File: src/rtl/filter_sync_pkg.sv
// rtl/filter_sync_pkg.sv - shared types and sizing helpers for the filter synchronizer launcher
package filter_sync_pkg;

    typedef enum logic {
        IDLE = 1'b0,
        HOLD = 1'b1
    } state_e;

    localparam int DEF_WIDTH       = 4;
    localparam int DEF_HOLD_CYCLES = 4;

    // A hold of 1 or 2 still needs a one-bit counter so the reload value has somewhere to live.
    function automatic int cnt_width(input int hold);
        return (hold <= 2) ? 1 : $clog2(hold);
    endfunction

endpackage

File: src/rtl/filter_sync_hold_cnt.sv
// rtl/filter_sync_hold_cnt.sv - loadable down-counter that times the minimum bus hold
module filter_sync_hold_cnt #(
    parameter int CW = 2
) (
    input  logic          clk_a,
    input  logic          rstb_a,
    input  logic          load,
    input  logic [CW-1:0] load_val,
    output logic          zero
);

    localparam logic [CW-1:0] CNT_ONE = CW'(1);

    logic [CW-1:0] cnt;

    // Saturates at zero so an idle launcher leaves the counter parked.
    always_ff @(posedge clk_a or negedge rstb_a) begin
        if (!rstb_a) begin
            cnt <= '0;
        end else if (load) begin
            cnt <= load_val;
        end else if (cnt != '0) begin
            cnt <= cnt - CNT_ONE;
        end
    end

    assign zero = (cnt == '0);

endmodule

File: src/rtl/filter_sync_tx.sv
// rtl/filter_sync_tx.sv - source-domain launcher holding each bus value for HOLD_CYCLES clocks
module filter_sync_tx
    import filter_sync_pkg::*;
#(
    parameter int WIDTH       = DEF_WIDTH,
    parameter int HOLD_CYCLES = DEF_HOLD_CYCLES
) (
    input  logic             clk_a,
    input  logic             rstb_a,
    input  logic [WIDTH-1:0] data_in,
    input  logic             valid_in,
    output logic             ready_out,
    output logic [WIDTH-1:0] bus_out,
    output logic             busy,
    output logic             launched
);

    localparam int            CW     = cnt_width(HOLD_CYCLES);
    localparam logic [CW-1:0] RELOAD = CW'(HOLD_CYCLES - 1);

    state_e           state, state_nx;
    logic [WIDTH-1:0] bus_q, bus_nx;
    logic [WIDTH-1:0] pend_q, pend_nx;
    logic             pend_v_q, pend_v_nx;
    logic             launched_q;
    logic             launch_nx;
    logic             accept;
    logic             cnt_zero;

    assign ready_out = !pend_v_q;
    assign accept    = valid_in && !pend_v_q;

    filter_sync_hold_cnt #(
        .CW (CW)
    ) u_hold_cnt (
        .clk_a    (clk_a),
        .rstb_a   (rstb_a),
        .load     (launch_nx),
        .load_val (RELOAD),
        .zero     (cnt_zero)
    );

    always_comb begin
        state_nx  = state;
        bus_nx    = bus_q;
        pend_nx   = pend_q;
        pend_v_nx = pend_v_q;
        launch_nx = 1'b0;
        case (state)
            IDLE: begin
                if (accept && (data_in != bus_q)) begin
                    bus_nx    = data_in;
                    launch_nx = 1'b1;
                    state_nx  = HOLD;
                end
            end
            HOLD: begin
                if (!cnt_zero) begin
                    if (accept) begin
                        pend_nx   = data_in;
                        pend_v_nx = 1'b1;
                    end
                end else if (pend_v_q) begin
                    pend_v_nx = 1'b0;
                    if (pend_q != bus_q) begin
                        bus_nx    = pend_q;
                        launch_nx = 1'b1;
                    end else begin
                        state_nx = IDLE;
                    end
                end else if (accept && (data_in != bus_q)) begin
                    // Hold just expired and nothing is queued: launch straight from the input.
                    bus_nx    = data_in;
                    launch_nx = 1'b1;
                end else begin
                    state_nx = IDLE;
                end
            end
            default: state_nx = IDLE;
        endcase
    end

    always_ff @(posedge clk_a or negedge rstb_a) begin
        if (!rstb_a) begin
            state      <= IDLE;
            bus_q      <= '0;
            pend_q     <= '0;
            pend_v_q   <= 1'b0;
            launched_q <= 1'b0;
        end else begin
            state      <= state_nx;
            bus_q      <= bus_nx;
            pend_q     <= pend_nx;
            pend_v_q   <= pend_v_nx;
            launched_q <= launch_nx;
        end
    end

    assign bus_out  = bus_q;
    assign busy     = (state == HOLD);
    assign launched = launched_q;

endmodule

File: config.mk
export PLATFORM = sky130hd
export DESIGN_NAME = filter_sync_tx
export DESIGN_NICKNAME = d
export VERILOG_FILES = /design/src/rtl/filter_sync_pkg.sv /design/src/rtl/filter_sync_hold_cnt.sv /design/src/rtl/filter_sync_tx.sv
export SDC_FILE = /design/constraint.sdc
export NUM_CORES = 1
export LEC_CHECK = 0
export CELL_PAD_IN_SITES_DETAIL_PLACEMENT = 0
export CELL_PAD_IN_SITES_GLOBAL_PLACEMENT = 1
export CORE_ASPECT_RATIO = 1.25
export CORE_MARGIN = 5
export CORE_UTILIZATION = 38
export CTS_CLUSTER_SIZE = 40
export DETAILED_ROUTE_END_ITERATION = 10
export PLACE_DENSITY = 0.83
export SLEW_MARGIN = 0
export SYNTH_ARGS = -nofsm -noshare
export SYNTH_HDL_FRONTEND = slang
export SYNTH_SLANG_ARGS = --single-unit
File: constraint.sdc
create_clock -name clk_a -period 2.25 [get_ports clk_a]
set_clock_uncertainty 0.15 [all_clocks]
set_input_delay 0.45 -clock clk_a [delete_from_list [all_inputs] [get_ports clk_a]]
set_output_delay 0.45 -clock clk_a [all_outputs]
set_load 0.02 [all_outputs]
* After elaboration in Yosys (flattened, before gate mapping)
Index checks and enable logic that the tools add are counted.
** Storage, ports and cells
- Bits in registers :: 13
- Input port bits :: 7
- Output and inout port bits :: 7
** Cells by class
- $add $sub $neg :: 1
- Eq/ne operators :: 4
- Mux-type cells :: 16
- Bitwise gates (word level) :: 2
- Reductions and logical operators :: 10
** Operators with widths (count)
- two-way mux 4 bit :: 4
- inequality test 4 bit :: 2
- case mux 4 bit (2 select lines) :: 1
- two-way mux 1 bit :: 7
- nonzero test 2 bit :: 3
- two-way mux 2 bit :: 2
- case mux 1 bit (2 select lines) :: 2
- AND reduction 2 bit :: 2
- inequality test 3 x 2 -> 1 bit, second input constant :: 1
- AND reduction 3 bit :: 1
- logical AND 1 bit :: 2
- zero test 2 bit :: 1
- inequality test 2 x 1 -> 1 bit, second input constant :: 1
- NOT 1 bit :: 2
- subtractor 2 x 1 -> 2 bit, second input constant :: 1
- zero test 1 bit :: 1

* Logic depth before layout (Yosys ltp)
- Word-level depth :: 8
- Depth in mapped cells :: 6
- Depth with buffers taken out :: 6

* Modules after synthesis
A second synthesis with hierarchy kept.
** Second synthesis, totals
- Cells, all modules :: 60
- Area, all modules :: 706.9 sq um
** By module, submodules not included
- filter_sync_tx :: instances 1, cells each 48, area each 593.1 sq um
- filter_sync_hold_cnt :: instances 1, cells each 12, area each 113.9 sq um

* Worst setup path before layout
Ideal clock, no wire load.
- Path kind :: reg-to-reg
- Start point :: register bus_q[2], in the netlist bus_out[2]
- End point :: register bus_q[0], in the netlist bus_out[0]
- Library setup time :: 0.125 ns
- Arrival time :: 1.439 ns
- Required time :: 1.975 ns
- Path slack :: 0.536 ns
- Stages on the path, launching flop included :: 6
- Path buffers :: 0
- Cells stage by stage :: dfrtp_1 -> xnor2_1 -> a41oi_2 -> a21oi_4 -> nor2_4 -> mux2_4
** On the way
- Word-level cells in the longest chain between the ends :: 6
- Elaborated cells between the ends (all ways) :: 9
- Those cells by class :: eq/ne: 3; mux: 4; reduce/logical: 2
** RTL lines
- start, declared :: line filter_sync_tx.sv:22 : logic [WIDTH-1:0] bus_q, bus_nx;
- start signal, assigned :: line filter_sync_tx.sv:92 : bus_q <= bus_nx;
- inequality test 4 bit :: line filter_sync_tx.sv:51, filter_sync_tx.sv:71
- logical AND 1 bit :: line filter_sync_tx.sv:51, filter_sync_tx.sv:71
- two-way mux 4 bit (3 in a row)
- case mux 4 bit (2 select lines)
Several ways; a longest one is shown, not always the timed one. The select of a mux whose other input is x is not followed.
A chain may end at the register's enable or synchronous reset.

* Worst setup path in the final report
- Start point :: register state, in the netlist busy
- End point :: output port busy
** RTL lines
- start, declared :: line filter_sync_tx.sv:21 : state_e state, state_nx;
- start signal, assigned :: line filter_sync_tx.sv:91 : state <= state_nx;
- end, declared :: line filter_sync_tx.sv:14 : output logic busy,
No word-level cell between the ends.

==> results.md <==
* Max_cap viols at 0
* Final Max Tran Viols at 0
* Status: finished clean
* N_diodes at 0
* Core area at 0.00177 mm²
* Via count at 509
* CP Class: flop to output port
* Post-Synth Adder-Cell Area at 1.79%
* Port Buffers at 13
* TNS Setup at 0 ns
* Syn. warnings at 0
* Rows at 17
* Max incr delay on CP at 0.65 ns
* Largest net degree at the start of global routing at 14
* Mux contribution to synthesized area at 14.0%
* First-pass GRT wire length at 2590 µm
* Clock-pin slew on the worst setup and hold paths at 0.09 ns
* Final ANT Viol Nets at 0
* Slowest CP cell: clkdlybuf4s50_1
* Postcts setup bufs at 0
* Clock Sinks at 13
* WP data required at 1.65 ns
* TritonCTS buffer count at 3
* Clk root buf: clkbuf_4
* Top-area cell type share of the netlist area at 46.5%
* Post_cts resized at 0
* Syn Area/Cell at 11.7 µm²
* Crit path buffers/inverters at 1
* First-pass iteration count of the detailed router at 4
* Most numerous cell in the Yosys netlist: dfrtp_1
* Yosys top cell by area: dfrtp_1
* Initial antenna violation count at 0
* Clock tree buffer depth at 2
* # IOs at 14
* Largest family of logic cells by synthesized area: compound AO/OA/AOI/OAI gates
* Die Area at 0.00280 mm²
* Post-Route Utilization at 51.9%
* Arr. time, crit path at 1.39 ns
* Drt drc at 0
* Crit start category: flop
* Final Hold Vio Count at 0
* Fin nets at 91
* Flops & latches, synth at 13
* EDFF count, synth at 0
* Total GRT Usage at 11.5%
* Ys async rst share at 100%
* Max VDD drop at 0.643 mV
* Starting Density at 39.6%
* Most frequent cells after synthesis: 13 x dfrtp_1, 7 x xnor2_1
* Post-layout total power at 1.51 mW
* Crit path max fanout at 7
* Routed WL per cell at 14.6 µm
* Slew headroom at 59.6%
* FILL cells at 164
* Worst hold-check path type: flop to flop
* Pwr dens at 1650 mW/mm²
* Grt ovf at 0
* Crit end category: output port
* Unrepaired setup endpoints after global routing: false
* Worst-Margin Slew at 0.605 ns
* Setup-failing EPs final at 0
* Width of the die at 48.4 µm
* Syn-to-layout area delta at 31.1%
* Die Y at 58.0 µm
* Synth Area in XOR/XNOR at 11.1%
* Vias in the first global route at 575
* Hold-fix buffers at CTS at 0
* Unique masters post-synth at 23
* Clk_lat worst skew at 0.28 ns
* Fmax at 503 MHz
* Final period utilization at 88.4%
* Primary FF master, synth: dfrtp_1
* Delay-heaviest family, CP: buffers and inverters
* CTS H-Tree Depth at 1
* Via density at 5.04
* Synth Area in Compound Gates at 14.7%
* Layout cells sized above 1 at 23.2%
* Initial DRC count at 7
* Synth Instances at 60
* GPL Wtd Cong at 0.788
* Post-synth net total at 68
* Post-synthesis sequential area ratio at 46.5%
* Minimum clock period at 1.99 ns
* Top cells by area, synth: dfrtp_1 47%, xnor2_1 8.8%, mux2_2 6.4%
* Final HPWL DP at 1120 µm
* Post-Syn Area at 699 µm²
* Post-Route WL at 1470 µm
* Post-Synth Simple-Gate Area at 9.84%
* Cell Chain, Critical Path: clkdlybuf4s50_1
* P_leak at 0.390 nW
* CTS tree: yes
layout make-up:
type	count	area (µm²)	share of cell area, %
inverters	4	15.0	1.64
clock buffers	4	26.3	2.86
flip-flops and latches	13	325	35.5
repair buffers	18	168	18.3
multi-input cells	43	359	39.2
well taps	19	23.8	2.59
per-layer routing:
layer,vias up,global-route usage [%],wire length (µm)
met5,-,0,0
met4,0,3.56,18
met3,3,3.86,70
met2,10,18.5,708
met1,240,14.5,675
li1,256,-,-
path summary, 6_finish.rpt:
| kind | cells after the start | slack [ns] | to | startpoint |
|---|---|---|---|---|
| max | 1 | 0.26 | busy | busy$_DFF_PN0_ |
| min | 2 | 0.38 | u_hold_cnt.cnt[0]$_DFFE_PN0P_ | u_hold_cnt.cnt[0]$_DFFE_PN0P_ |
| max reg2reg | 5 | 0.51 | bus_out[0]$_DFFE_PN0P_ | busy$_DFF_PN0_ |
| min reg2reg | 2 | 0.38 | u_hold_cnt.cnt[0]$_DFFE_PN0P_ | u_hold_cnt.cnt[0]$_DFFE_PN0P_ |
| max in group asynchronous | 1 | 1.17 | pend_v_q$_DFFE_PN0P_ | rstb_a |
| min in group asynchronous | 1 | 0.39 | pend_q[2]$_DFFE_PN0P_ | rstb_a |
cells by family (layout without fill, tap and decap cells):
kind of cell	count (synthesis)	after routing
AO/OA/AOI/OAI	13	13
flip-flops	13	13
AND/OR/NAND/NOR	13	13
XOR/XNOR	8	8
multiplexers	8	8
buffers and inverters	4	26
adder cells (fa/ha/maj)	1	1
registers in the layout, indices dropped and copies added, names as in the netlist:
signal          cells
bus_out             4
busy                1
launched            1
pend_q              4
pend_v_q            1
u_hold_cnt.cnt      2
layout by cell type, fill, tap and decap left out, types with 2 or more instances in the layout:
cell,instances
nor2_1,4
clkdlybuf4s50_1,13
nand2_1,3
dfrtp_1,13
mux2_1,2
inv_1,4
o22ai_1,2
a21oi_1,4
nand4_1,2
buf_4,5
xnor2_1,7
nand2b_1,2
clkbuf_4,3
mux2_4,2
mux2_2,4
per-stage QoR:
stage	hold slack, ns	setup slack [ns]	std cells	instance area, µm²
global placement	0.359	0.0606	97	891
CTS	0.382	0.245	101	917
global route	0.430	0.192	101	917
floorplan	0.00441	0.536	60	699
finish	0.382	0.260	101	917
detailed placement	0.368	0.0343	97	891
report_power, final:
| group | switching (mW) | internal [mW] | total, mW |
|---|---|---|---|
| Sequential | 0.121 | 0.353 | 0.475 |
| Combinational | 0.421 | 0.466 | 0.887 |
| Clock | 0.0838 | 0.0689 | 0.153 |
| Total | 0.626 | 0.888 | 1.51 |
No activity file was read; power rests on OpenSTA's default activity.
==> RTL edit 1 (config.mk and constraints unchanged) <==
Change the package constant `DEF_HOLD_CYCLES` from 4 to 5.
--- a/src/rtl/filter_sync_pkg.sv
+++ b/src/rtl/filter_sync_pkg.sv
@@ -7,7 +7,7 @@
     } state_e;
 
     localparam int DEF_WIDTH       = 4;
-    localparam int DEF_HOLD_CYCLES = 4;
+    localparam int DEF_HOLD_CYCLES = 5;
 
     // A hold of 1 or 2 still needs a one-bit counter so the reload value has somewhere to live.
     function automatic int cnt_width(input int hold);
Behaviour: not the same (Yosys sat finds a counterexample within 10 cycles, from zero or initial values and one cycle with rstb_a low).
==> RTL edit 1 against the original RTL <==
Global-route usage is 0.41 points lower; sequential cell count is 1 higher; combinational power is 0.8% lower; hold slack better by 0.0043 ns; maximum frequency is 1.2% higher; wire length is 0.20% higher; synthesized area is 7.7% higher; count of clock-buffer cells in the layout is 1 lower; setup slack better by 0.023 ns; first-iteration DRC count is 29% lower; design area is 3.4% higher; register-to-register slack worse by 0.11 ns; total power is 0.45% higher.
==> RTL edit 1: results (changes against the original RTL) <==
- The run finished with clean final reports.
- The worst ir drop on vdd is 753.3 µV (+17%).
- The number of iterations in the first detailed-routing pass came to 3 (-1).
- The gate count after technology mapping is 65 (+8.3%).
- The arrival time at the worst endpoint was 2.00 ns (+0.61 ns).
- The delay of the slowest cell on the worst path is 0.46 ns (-0.19 ns).
- The last weighted congestion value of the routability-driven placer is 0.8249 (+4.7%).
- From synthesis to final layout, the design area changed by 25.91%.
- The x dimension of the die is 49.82 µm (+3.0%).
- The synthesized-area fraction occupied by xor and xnor cells is 0.1047 (-0.006261).
- The post-synthesis mux area share is 0.1213 (-0.01827).
- The clock buffer count came to 3 (-1).
- The switching power share of the total is 0.4090 (-0.004652).
- The post-layout instance count excluding filler cells is 103 (+2.0%).
- By count the netlist is led by sky130_fd_sc_hd__dfrtp_1 (14), sky130_fd_sc_hd__xor2_1 (8), sky130_fd_sc_hd__inv_1 (5), sky130_fd_sc_hd__mux2_2 (5), sky130_fd_sc_hd__nor2_1 (4).
- The ratio of cells with drive above 1 in the final layout is 0.1928 (-0.03894).
- The area used by multi-input combinational logic is 379.1 µm² (+5.6%).
- The count of non-CTS buffers in the layout is 16 (-2).
- The part of the total power dissipated in sequential elements is 0.331 (+0.018).
- The count of fill cells added during filler insertion is 178 (+8.5%).
- The area of all sequential standard cells is 350.3 µm² (+7.7%).
- The wire length of the first global-routing pass is 2546 µm (-1.9%).
- The count of different cell masters after synthesis is 24 (+4.3%).
- Ranked by total cell area, the synthesized netlist is headed by sky130_fd_sc_hd__dfrtp_1 (47%), sky130_fd_sc_hd__xor2_1 (9.3%), sky130_fd_sc_hd__mux2_2 (7.5%).
- The post-synthesis sequential area ratio is 0.4651 (about the same).
- The clock tree cell share of total cell area was 0.02375 (-0.004903).
- The detailed-placement wirelength estimate is 1170 µm (+4.2%).
- The total number of vias is 546 (+7.3%).
- The area share of the largest cell type after synthesis is 0.4651 (about the same).
- The multi-input combinational cell count came to 45 (+4.7%).
- The largest net degree at the start of global routing is 15 (+1).
- The synthesized net count is 74 (+8.8%).
- The layout sequential cell count is 14 (+1).
- The number of placed instances, taps included is 100 (+3.1%).
- The pre-CTS setup slack is -0.04922 ns (-0.08349 ns).
- The non-clock inverter total of the final layout is 5 (+1).
- The global routing usage summed across all routing layers is 0.1109 (-0.004113).
-- RTL edit 1: cell count changes after synthesis, sizes merged, moves of 2 or more --
cell,change
xor2,+8
a32o,+2
nand4,-2
a211o,+2
o41ai,+2
mux2i,+2
mux2,-2
a21oi,-3
o22ai,-2
xnor2,-7
nor2b,+2
-- RTL edit 1: worst paths after layout --
| check | cells after the start | end | from | slack (ns) |
|---|---|---|---|---|
| max in group asynchronous | 1 | pend_v_q | rstb_a | 1.12 |
| hold reg to reg | 1 | pend_v_q | busy | 0.39 |
| setup reg to reg | 6 | bus_out[2] | u_hold_cnt.cnt[0] | 0.40 |
| setup / recovery | 6 | u_hold_cnt.cnt[1] | data_in[2] | 0.28 |
| hold / removal | 1 | pend_v_q | busy | 0.39 |
| min in group asynchronous | 1 | bus_out[1] | rstb_a | 0.42 |
-- RTL edit 1: per-layer routing --
layer	global-route usage	routed length, µm	up-vias
met1	0.1266	649	267
li1	-	-	267
met3	0.02743	63	2
met5	0	0	-
met4	0.04494	5	0
met2	0.1964	758	10
==> RTL edit 2 (same flow settings) <==
Without the edit above. Make the reset (`rstb_a`) synchronous in 2 clocked blocks.
--- a/src/rtl/filter_sync_hold_cnt.sv
+++ b/src/rtl/filter_sync_hold_cnt.sv
@@ -14,7 +14,7 @@
     logic [CW-1:0] cnt;
 
     // Saturates at zero so an idle launcher leaves the counter parked.
-    always_ff @(posedge clk_a or negedge rstb_a) begin
+    always_ff @(posedge clk_a) begin
         if (!rstb_a) begin
             cnt <= '0;
         end else if (load) begin
--- a/src/rtl/filter_sync_tx.sv
+++ b/src/rtl/filter_sync_tx.sv
@@ -80,7 +80,7 @@
         endcase
     end
 
-    always_ff @(posedge clk_a or negedge rstb_a) begin
+    always_ff @(posedge clk_a) begin
         if (!rstb_a) begin
             state      <= IDLE;
             bus_q      <= '0;
Function: differs if rstb_a is asserted again (counterexample within 4 cycles, from zero or initial values and one cycle with rstb_a low); with rstb_a held inactive, the same outputs for 10 cycles.
==> RTL edit 2 against the original RTL <==
Setup slack improved by 0.011 ns; first-iteration DRC count increased to 3.0 times the old value; sequential share of layout area decreased by 7.1 points; critical path depth unchanged; cell count increased by 12%; synthesized area increased by 7.9%; wire length decreased by 1.5%; design area decreased by 0.14%; global-route usage decreased by 0.15 points; sequential cell count unchanged; highest routed layer unchanged.
Power is not compared: it rests on default switching activity, and its combinational part moved more than twofold at a synthesized area within 25%.
==> RTL edit 2: results (changes against the original RTL) <==
- The count of inserted antenna diode cells is 0 (unchanged).
- The pre-CTS setup slack is 0.1602 ns (+0.1259 ns).
- The post-synthesis sequential area ratio came to 0.3449 (-0.1202).
- The flow ran to the end, and the final reports show no timing, DRC or antenna violations.
- The end point of the most critical hold path is pend_q[3].
- The share of async-settable or async-resettable flops after synthesis came to 0 (-1.000).
- The wire length on met2 is 697 µm (-1.6%).
- The detailed-placement wirelength estimate is 1077 µm (-4.0%).
- The met1 wire length is 611 µm (-9.5%).
- Across the VDD grid, the largest voltage drop is 319.4 µV.
- The terminus of the critical flop-to-flop path is pend_q[0].
- The detailed router's first-iteration violation count is 21 (+14).
- The maximum clock frequency is 0.5054 GHz (+0.56%).
- The worst hold path startpoint is pend_q[3].
- The synthesized net count was 87 (+28%).
- The worst reg-to-reg path cell count was 6 (+1).
- The via count of the first global-routing pass came to 596 (+3.7%).
- The gate count after technology mapping is 79 (+32%).
- The post-layout instance count excluding filler cells is 113 (+12%).
- The met2 track utilization from global routing came to 0.1873 (+0.002571).
- The wire length of the first global-routing pass came to 2587 µm (-0.27%).
- The number of nets in the layout is 102 (+12%).
- Clock tree synthesis selected as its root buffer the cell sky130_fd_sc_hd__clkbuf_4.
- The cell area after placement is 889.6 µm² (-0.14%).
- The share of the synthesized area in compound gates (AO/OA/AOI/OAI) is 0.2703 (+0.1236).
- By area the synthesized netlist is led by sky130_fd_sc_hd__dfxtp_1 (34%), sky130_fd_sc_hd__xnor2_1 (8.1%), sky130_fd_sc_hd__nand2_1 (6.0%).
- The ratio of cells with drive above 1 in the final layout is 0.1290 (-0.1027).
- Counting instances in the post-synthesis netlist gives the leading cell types as sky130_fd_sc_hd__dfxtp_1 (13), sky130_fd_sc_hd__nand2_1 (12), sky130_fd_sc_hd__xnor2_1 (7).
- The met1 demand-to-capacity share in global routing is 0.1337 (-0.01094).
- The routed length on met3 came to 91 µm (+30%).
- The reg2reg setup slack is 0.46 ns (-0.05 ns).
- The worst hold-check slack was 0.3617 ns (-0.02011 ns).
- The register clock-pin slew on the reported worst setup and hold paths is 0.08 ns.
- The global routing usage summed across all routing layers is 0.1135 (-0.001520).
- For this run, the leading register cell type out of synthesis is sky130_fd_sc_hd__dfxtp_1.
- The last weighted congestion value of the routability-driven placer is 0.7595 (-3.6%).
- The post-synthesis mux area share came to 0.06965 (-0.06988).
- In this run the critical register-to-register path is launched from u_hold_cnt.cnt[0].
- The met3 usage in global routing is 0.01746 (-0.02110).
- The synthesized-area fraction occupied by xor and xnor cells came to 0.1144 (+0.003516).
- The maximum fanout encountered on the critical timing path came to 8 (+1).
- The total number of vias is 612 (+20%).
- The total of cells resized after clock tree synthesis came to 0 (unchanged).
- The port buffer count is 13 (unchanged).
- The wire length reported by the detailed router is 1451 µm (-1.5%).
- The count of different cell masters after synthesis is 31 (+35%).
- The worst-margin pin slew was 0.4932 ns (-0.1113 ns).
- The adder and majority gate portion of the synthesized area was 0.01658 (-0.001305).
- The largest net degree at the start of global routing was 16 (+2).
RTL edit 2: worst max path at each step:
stage                from           endpoint  cells after the start
6_report             busy               busy                      1
5_1_grt              busy               busy                      1
3_5_place_dp   data_in[3]  u_hold_cnt.cnt[1]                      5
2_1_floorplan  bus_out[2]         bus_out[3]                      4
3_3_place_gp   data_in[3]  u_hold_cnt.cnt[1]                      5
4_1_cts              busy               busy                      1
RTL edit 2: power by group through the flow:
stage / logic [mW] / registers (mW) / clock network (mW)
after floorplan: 0.191 / 0.318 / 0
after global placement: 0.283 / 0.303 / 0
after detailed placement: 0.286 / 0.303 / 0
after CTS: 0.287 / 0.298 / 0.151
after global routing: 0.311 / 0.306 / 0.163
final: 0.284 / 0.297 / 0.142
RTL edit 2: worst register-to-register path: stages (launching register included):
cell	delay, ns
sky130_fd_sc_hd__dfxtp_1	0.34
sky130_fd_sc_hd__inv_1	0.05
sky130_fd_sc_hd__ha_1	0.26
sky130_fd_sc_hd__nand2b_1	0.33
sky130_fd_sc_hd__nor2_1	0.35
sky130_fd_sc_hd__nand2_1	0.09
sky130_fd_sc_hd__a21boi_0	0.16
RTL edit 2: cells by family after synthesis:
kind of cell	count (synthesis)
buffers and inverters	7
AND/OR/NAND/NOR	21
multiplexers	5
XOR/XNOR	9
adder cells (fa/ha/maj)	1
AO/OA/AOI/OAI	23
flip-flops	13
RTL edit 2: cell type report:
| class | count | area [µm²] |
|---|---|---|
| well taps | 20 | 25.02 |
| clock buffers | 4 | 26.28 |
| flip-flops and latches | 13 | 260.3 |
| fillers | 183 | 1021 |
| repair buffers | 13 | 130.1 |
| multi-input cells | 59 | 459.2 |
| inverters | 4 | 15.01 |
